$ cat src/rtl/key_reader_pkg.sv
// Shared types and constants for the pushbutton/switch reader.
package key_reader_pkg;

  localparam int unsigned N_KEYS              = 4;
  localparam int unsigned N_SW                = 10;
  localparam int unsigned DEF_DEBOUNCE_CYCLES = 500000;
  localparam int unsigned DEF_REPEAT_DELAY    = 25000000;
  localparam int unsigned DEF_REPEAT_PERIOD   = 5000000;

  typedef enum logic [1:0] {
    RELEASED,
    PRESS_WAIT,
    PRESSED,
    RELEASE_WAIT
  } key_state_t;

endpackage

$ cat src/rtl/key_debounce.sv
// One pushbutton: 2-flop synchronizer, debounce FSM, press/release pulses.
// Auto-repeat of press pulses is built only when KEY_READER_REPEAT_EN is defined.
module key_debounce
  import key_reader_pkg::*;
#(
  parameter int unsigned DEBOUNCE_CYCLES = DEF_DEBOUNCE_CYCLES,
  parameter int unsigned REPEAT_DELAY    = DEF_REPEAT_DELAY,
  parameter int unsigned REPEAT_PERIOD   = DEF_REPEAT_PERIOD
) (
  input  logic clk_i,
  input  logic rst_ni,
  input  logic key_n_i,
  output logic level_o,
  output logic press_o,
  output logic release_o
);

  localparam int unsigned   CW      = $clog2(DEBOUNCE_CYCLES + 1);
  localparam logic [CW-1:0] CNT_MAX = CW'(DEBOUNCE_CYCLES);

  logic          sync1_q, sync2_q;
  logic          pressed;
  key_state_t    state_q, state_d;
  logic [CW-1:0] cnt_q, cnt_d, cnt_inc;
  logic          press_q, press_d, release_q, release_d;
  logic          accept_press;

  always_ff @(posedge clk_i or negedge rst_ni) begin
    if (!rst_ni) begin
      sync1_q <= 1'b1;
      sync2_q <= 1'b1;
    end else begin
      sync1_q <= key_n_i;
      sync2_q <= sync1_q;
    end
  end

  assign pressed = ~sync2_q;
  assign cnt_inc = (cnt_q == CNT_MAX) ? cnt_q : cnt_q + 1'b1;

  // The sample that leaves a stable state counts as the first stable sample,
  // so DEBOUNCE_CYCLES == 1 skips the wait state entirely.
  always_comb begin
    state_d      = state_q;
    cnt_d        = cnt_q;
    release_d    = 1'b0;
    accept_press = 1'b0;
    case (state_q)
      RELEASED: begin
        if (pressed) begin
          if (DEBOUNCE_CYCLES == 1) begin
            state_d      = PRESSED;
            accept_press = 1'b1;
          end else begin
            state_d = PRESS_WAIT;
            cnt_d   = CW'(1);
          end
        end
      end
      PRESS_WAIT: begin
        if (!pressed) begin
          state_d = RELEASED;
          cnt_d   = '0;
        end else if (cnt_inc == CNT_MAX) begin
          state_d      = PRESSED;
          cnt_d        = '0;
          accept_press = 1'b1;
        end else begin
          cnt_d = cnt_inc;
        end
      end
      PRESSED: begin
        if (!pressed) begin
          if (DEBOUNCE_CYCLES == 1) begin
            state_d   = RELEASED;
            release_d = 1'b1;
          end else begin
            state_d = RELEASE_WAIT;
            cnt_d   = CW'(1);
          end
        end
      end
      RELEASE_WAIT: begin
        if (pressed) begin
          state_d = PRESSED;
          cnt_d   = '0;
        end else if (cnt_inc == CNT_MAX) begin
          state_d   = RELEASED;
          cnt_d     = '0;
          release_d = 1'b1;
        end else begin
          cnt_d = cnt_inc;
        end
      end
      default: begin
        state_d = RELEASED;
        cnt_d   = '0;
      end
    endcase
  end

`ifdef KEY_READER_REPEAT_EN
  localparam int unsigned   RMAX = (REPEAT_DELAY > REPEAT_PERIOD) ? REPEAT_DELAY : REPEAT_PERIOD;
  localparam int unsigned   RW   = $clog2(RMAX + 1);
  localparam logic [RW-1:0] RDLY = RW'(REPEAT_DELAY);
  localparam logic [RW-1:0] RPER = RW'(REPEAT_PERIOD);

  logic [RW-1:0] rep_cnt_q, rep_cnt_d, rep_inc;
  logic          rep_arm_q, rep_arm_d, rep_first_q, rep_first_d;
  logic          hold_press, leave_press, rep_fire;

  assign hold_press  = (state_q == PRESSED) && pressed;
  assign leave_press = (state_q == PRESSED) && !pressed;
  assign rep_inc     = rep_cnt_q + 1'b1;

  // Disarmed on leaving PRESSED; a bounce back from RELEASE_WAIT keeps it off.
  always_comb begin
    rep_cnt_d   = rep_cnt_q;
    rep_arm_d   = rep_arm_q;
    rep_first_d = rep_first_q;
    rep_fire    = 1'b0;
    if (accept_press) begin
      rep_arm_d   = 1'b1;
      rep_first_d = 1'b1;
      rep_cnt_d   = '0;
    end else if (leave_press) begin
      rep_arm_d = 1'b0;
      rep_cnt_d = '0;
    end else if (hold_press && rep_arm_q) begin
      if (rep_inc == (rep_first_q ? RDLY : RPER)) begin
        rep_fire    = 1'b1;
        rep_first_d = 1'b0;
        rep_cnt_d   = '0;
      end else begin
        rep_cnt_d = rep_inc;
      end
    end
  end

  always_ff @(posedge clk_i or negedge rst_ni) begin
    if (!rst_ni) begin
      rep_cnt_q   <= '0;
      rep_arm_q   <= 1'b0;
      rep_first_q <= 1'b0;
    end else begin
      rep_cnt_q   <= rep_cnt_d;
      rep_arm_q   <= rep_arm_d;
      rep_first_q <= rep_first_d;
    end
  end

  assign press_d = accept_press | rep_fire;
`else
  assign press_d = accept_press;
`endif

  always_ff @(posedge clk_i or negedge rst_ni) begin
    if (!rst_ni) begin
      state_q   <= RELEASED;
      cnt_q     <= '0;
      press_q   <= 1'b0;
      release_q <= 1'b0;
    end else begin
      state_q   <= state_d;
      cnt_q     <= cnt_d;
      press_q   <= press_d;
      release_q <= release_d;
    end
  end

  assign level_o   = (state_q == PRESSED) || (state_q == RELEASE_WAIT);
  assign press_o   = press_q;
  assign release_o = release_q;

endmodule

$ cat src/rtl/key_reader.sv
// DE-series pushbutton and switch front end: four debounced keys plus synchronized switches.
// Define KEY_READER_REPEAT_EN to enable key auto-repeat.
module key_reader
  import key_reader_pkg::*;
#(
  parameter int unsigned DEBOUNCE_CYCLES = DEF_DEBOUNCE_CYCLES,
  parameter int unsigned REPEAT_DELAY    = DEF_REPEAT_DELAY,
  parameter int unsigned REPEAT_PERIOD   = DEF_REPEAT_PERIOD
) (
  input  logic              CLOCK_50,
  input  logic              resetn,
  input  logic [N_KEYS-1:0] KEY,
  input  logic [N_SW-1:0]   SW,
  output logic [N_KEYS-1:0] key_level,
  output logic [N_KEYS-1:0] key_press,
  output logic [N_KEYS-1:0] key_release,
  output logic [N_SW-1:0]   sw_sync,
  output logic              sw_change
);

  for (genvar i = 0; i < N_KEYS; i++) begin : g_key
    key_debounce #(
      .DEBOUNCE_CYCLES(DEBOUNCE_CYCLES),
      .REPEAT_DELAY   (REPEAT_DELAY),
      .REPEAT_PERIOD  (REPEAT_PERIOD)
    ) u_key_debounce (
      .clk_i    (CLOCK_50),
      .rst_ni   (resetn),
      .key_n_i  (KEY[i]),
      .level_o  (key_level[i]),
      .press_o  (key_press[i]),
      .release_o(key_release[i])
    );
  end

  logic [N_SW-1:0] sw_meta_q, sw_sync_q, sw_prev_q;
  logic            sw_change_q, sw_change_d;

  always_comb begin
    sw_change_d = |(sw_sync_q ^ sw_prev_q);
  end

  always_ff @(posedge CLOCK_50 or negedge resetn) begin
    if (!resetn) begin
      sw_meta_q   <= '0;
      sw_sync_q   <= '0;
      sw_prev_q   <= '0;
      sw_change_q <= 1'b0;
    end else begin
      sw_meta_q   <= SW;
      sw_sync_q   <= sw_meta_q;
      sw_prev_q   <= sw_sync_q;
      sw_change_q <= sw_change_d;
    end
  end

  assign sw_sync   = sw_sync_q;
  assign sw_change = sw_change_q;

endmodule

$ cat config.mk
export PLATFORM = sky130hd
export DESIGN_NAME = key_reader
export DESIGN_NICKNAME = d
export VERILOG_FILES = /design/src/rtl/key_reader_pkg.sv /design/src/rtl/key_debounce.sv /design/src/rtl/key_reader.sv
export SDC_FILE = /design/constraint.sdc
export NUM_CORES = 1
export LEC_CHECK = 0
export ABC_AREA = 1
export ABC_CLOCK_PERIOD_IN_PS = 2300
export BUFFER_PORTS_ARGS = -buffer_cell sky130_fd_sc_hd__buf_2
export CAP_MARGIN = 10
export CORE_ASPECT_RATIO = 1.75
export CORE_UTILIZATION = 40
export DETAILED_ROUTE_END_ITERATION = 8
export REMOVE_ABC_BUFFERS = 1
export SYNTH_ARGS = -nofsm -noshare
export SYNTH_HDL_FRONTEND = slang
export SYNTH_SLANG_ARGS = --single-unit
$ cat constraint.sdc
create_clock -name CLOCK_50 -period 2.3 [get_ports CLOCK_50]
set_input_delay 0.115 -clock CLOCK_50 [delete_from_list [all_inputs] [get_ports CLOCK_50]]
set_output_delay 0.115 -clock CLOCK_50 [all_outputs]
set_load 0.02 [all_outputs]
==> results.py <==
metrics = {
    "logic_synthesis": {
        "yosysMostFrequentCell": "nand2_1",
        "yosysTopAreaCellShare_pct": 39.4,
        "synth_area_leaders": "dfrtp_1 39%, nand2_1 14%, nand3_1 6.9%, inv_1 6.7%, nor2_1 6.3%",
        "synthTopCellsByCount": "286 x nand2_1, 140 x inv_1, 132 x nor2_1",
        "synth_area_leader_cell": "dfrtp_1",
        "synth_edf_count": 0,
        "synth_area_um2": 7820,
        "synth-seq-area-share_pct": 42.0,
        "ys_ff_latch": 131,
        "avgSynthCellArea_um2": 7.32,
        "async_flop_share_pct": 100,
        "yosys_most_used_dff": "dfrtp_1",
        "syn_inst": 1068,
        "synth_cell_types": 37,
        "yosys_warnings": 0,
    },
    "final_layout": {
        "final_layout_size_suffix_gt1_share_pct": 19.0,
        "fin_cells": 1431,
        "area_delta_synth_final_pct": 23.0,
        "diodes": 0,
        "nets": 1201,
    },
    "placement": {
        "dp.cells": 1374,
        "gp_congestion": 0.922,
        "hpwl_um": 16600,
        "io_buffers": 38,
    },
    "clock_tree": {
        "clock_sinks": 131,
        "cts_tree": "done",
        "clock_latency_ns": 0.43,
        "cts_buffer_depth": 2,
        "cts_root_buffer": "clkbuf_16",
        "clk_pin_slew_worst_paths_ns": 0.06,
        "cts_buffers": 17,
        "cts_max_level": 4,
    },
    "sta": {
        "slew_headroom_pct": 43.5,
        "fmax_mhz": 460,
        "skew_ns": 0.0102,
        "setup_viol": 0,
        "setup_tns_ns": 0,
        "hold_ws_ns": 0.178,
        "slew_violations": 0,
        "fin_crit_sh_pct": 94.6,
        "tightest_slew_ns": 0.845,
        "finalHoldViolCount": 0,
        "finalCriticalPeriod_ns": 2.18,
    },
    "die": {
        "start_util_pct": 40.9,
        "die_h_um": 187,
        "pin_count": 39,
        "die-area_um2": 20100,
        "coreArea_um2": 19100,
        "rows": 67,
        "die_w_um": 108,
    },
    "global_routing": {
        "grt_max_degree": 49,
        "grt.busiest_layer": "met2",
        "grtUsageMet3_pct": 3.07,
        "grt_pass1_vias": 7551,
        "gr-total-overflow": 0,
        "grt_pass1_wl_um": 35800,
        "met1_usage_pct": 23.8,
        "grt_use_total_pct": 22.9,
        "grt_util_met2_pct": 42.4,
        "antenna_found_initial": 0,
    },
    "routing": {
        "drc": 0,
        "wl_per_cell_um": 15.3,
        "drt_first_pass_iters": 4,
        "vias_per_cell": 5.20,
        "wl_um": 21800,
        "num_vias": 7438,
        "postRouteAntennaNets": 0,
        "drt-initial-drc-count": 350,
    },
    "pwr": {
        "irDropWorstVdd_uv": 447,
        "p_leak_nw": 4.31,
        "finalPower_mw": 6.01,
        "power.density_nw_per_um2": 625,
    },
    "setup_path": {
        "r2r_slack_ns": 0.12,
        "worstSetupEndpointType": "flop",
        "crit_required_ns": 2.61,
        "cp.arrival_ns": 2.49,
        "start_kind": "flop",
        "critPathKind": "reg -> reg",
        "crit_fanout": 8,
    },
    "run_status": {
        "status": "finished, final reports clean",
    },
    "worst_hold_path": {
        "hold_path_class": "in -> async",
    },
    "job": {
        "cap_violations": 0,
    },
}
## worst paths after layout
path,start,to,cells after the start
setup / recovery,g_key[3].u_key_debounce.cnt_q[0],g_key[3].u_key_debounce.cnt_q[8],10
hold / removal,resetn,g_key[2].u_key_debounce.cnt_q[1],2
setup reg to reg,g_key[3].u_key_debounce.cnt_q[0],g_key[3].u_key_debounce.cnt_q[8],10
hold reg to reg,sw_meta_q[9],sw_sync[9],0
max in group asynchronous,resetn,g_key[3].u_key_debounce.sync2_q,3
min in group CLOCK_50,SW[4],sw_meta_q[4],2
## layer usage
layer / wire length [µm] / share of wire [%]
met5: 0 / 0
met4: 1020 / 4.7
met3: 631 / 2.9
met2: 11900 / 55
met1: 8250 / 38
## flip-flops by register name, indices dropped and copies added (netlist names), named ones only
register / count
g_key.u_key_debounce.press_o: 4
sw_change: 1
g_key.u_key_debounce.sync2_q: 4
sw_prev_q: 10
sw_sync: 10
g_key.u_key_debounce.state_q: 4
g_key.u_key_debounce.cnt_q: 76
sw_meta_q: 10
g_key.u_key_debounce.release_o: 4
g_key.u_key_debounce.sync1_q: 4
## final cells by class
cell class / instances / area, µm²
fillers: 1916 / 9500
multi-input cells: 766 / 4010
flip-flops and latches: 131 / 3300
repair buffers: 118 / 872
inverters: 143 / 537
clock buffers: 19 / 443
well taps: 241 / 302
clock inverters: 13 / 151
## stage by stage
step	utilization, %	setup slack, ns	cell area [µm²]
floorplan	-	0.146	7650
global placement	45.0	0.0335	8600
detailed placement	45.0	0.0286	8600
CTS	48.9	0.00160	9350
global route	50.3	-0.0658	9620
finish	50.3	0.124	9620
## layout by cell type, fill, tap and decap left out, types with 17 or more instances in the layout
cell type and count:
nand3_1 102, clkbuf_16 17, nand4_1 53, o21ai_0 25, nor2_1 120, inv_1 139, buf_4 62, dfrtp_1 113
buf_2 37, nand2_1 281, xor2_1 31
## worst max-delay path, stage by stage (launching register included)
cell and delay (ns):
dfrtp_1 0.41, ha_2 0.21, nand3_2 0.16, nor2_4 0.16, nand2_1 0.14, xor2_2 0.26
nand4_1 0.16, nor2_1 0.15, nand3_2 0.20, nand3_1 0.16, nand2_1 0.06
## what timing repair did
| action | in CTS | in global routing |
|---|---|---|
| endpoints found under the hold margin | 59 | 0 |
| buffers inserted | 0 | 10 |
| hold buffers | 15 | 0 |
| endpoints found under the setup margin | 0 | 65 |
| resized for setup | 0 | 58 |
## power breakdown
group | internal, mW | total (mW) | switching [mW]
clock | 1.65 | 2.78 | 1.14
sequential | 2.39 | 2.48 | 0.0868
combinational | 0.269 | 0.748 | 0.479
total | 4.31 | 6.01 | 1.70
## cell families (layout without fill, tap and decap cells)
family | Yosys count | count (layout) | share of synthesized area [%]
flops | 131 | 131 | 42.0
compound gates | 80 | 80 | 6.59
xor+xnor | 42 | 42 | 4.70
simple gates | 636 | 636 | 36.4
fa+ha+maj | 8 | 8 | 1.28
buf+inv | 171 | 293 | 8.98
Power figures use the tool's default switching activity.
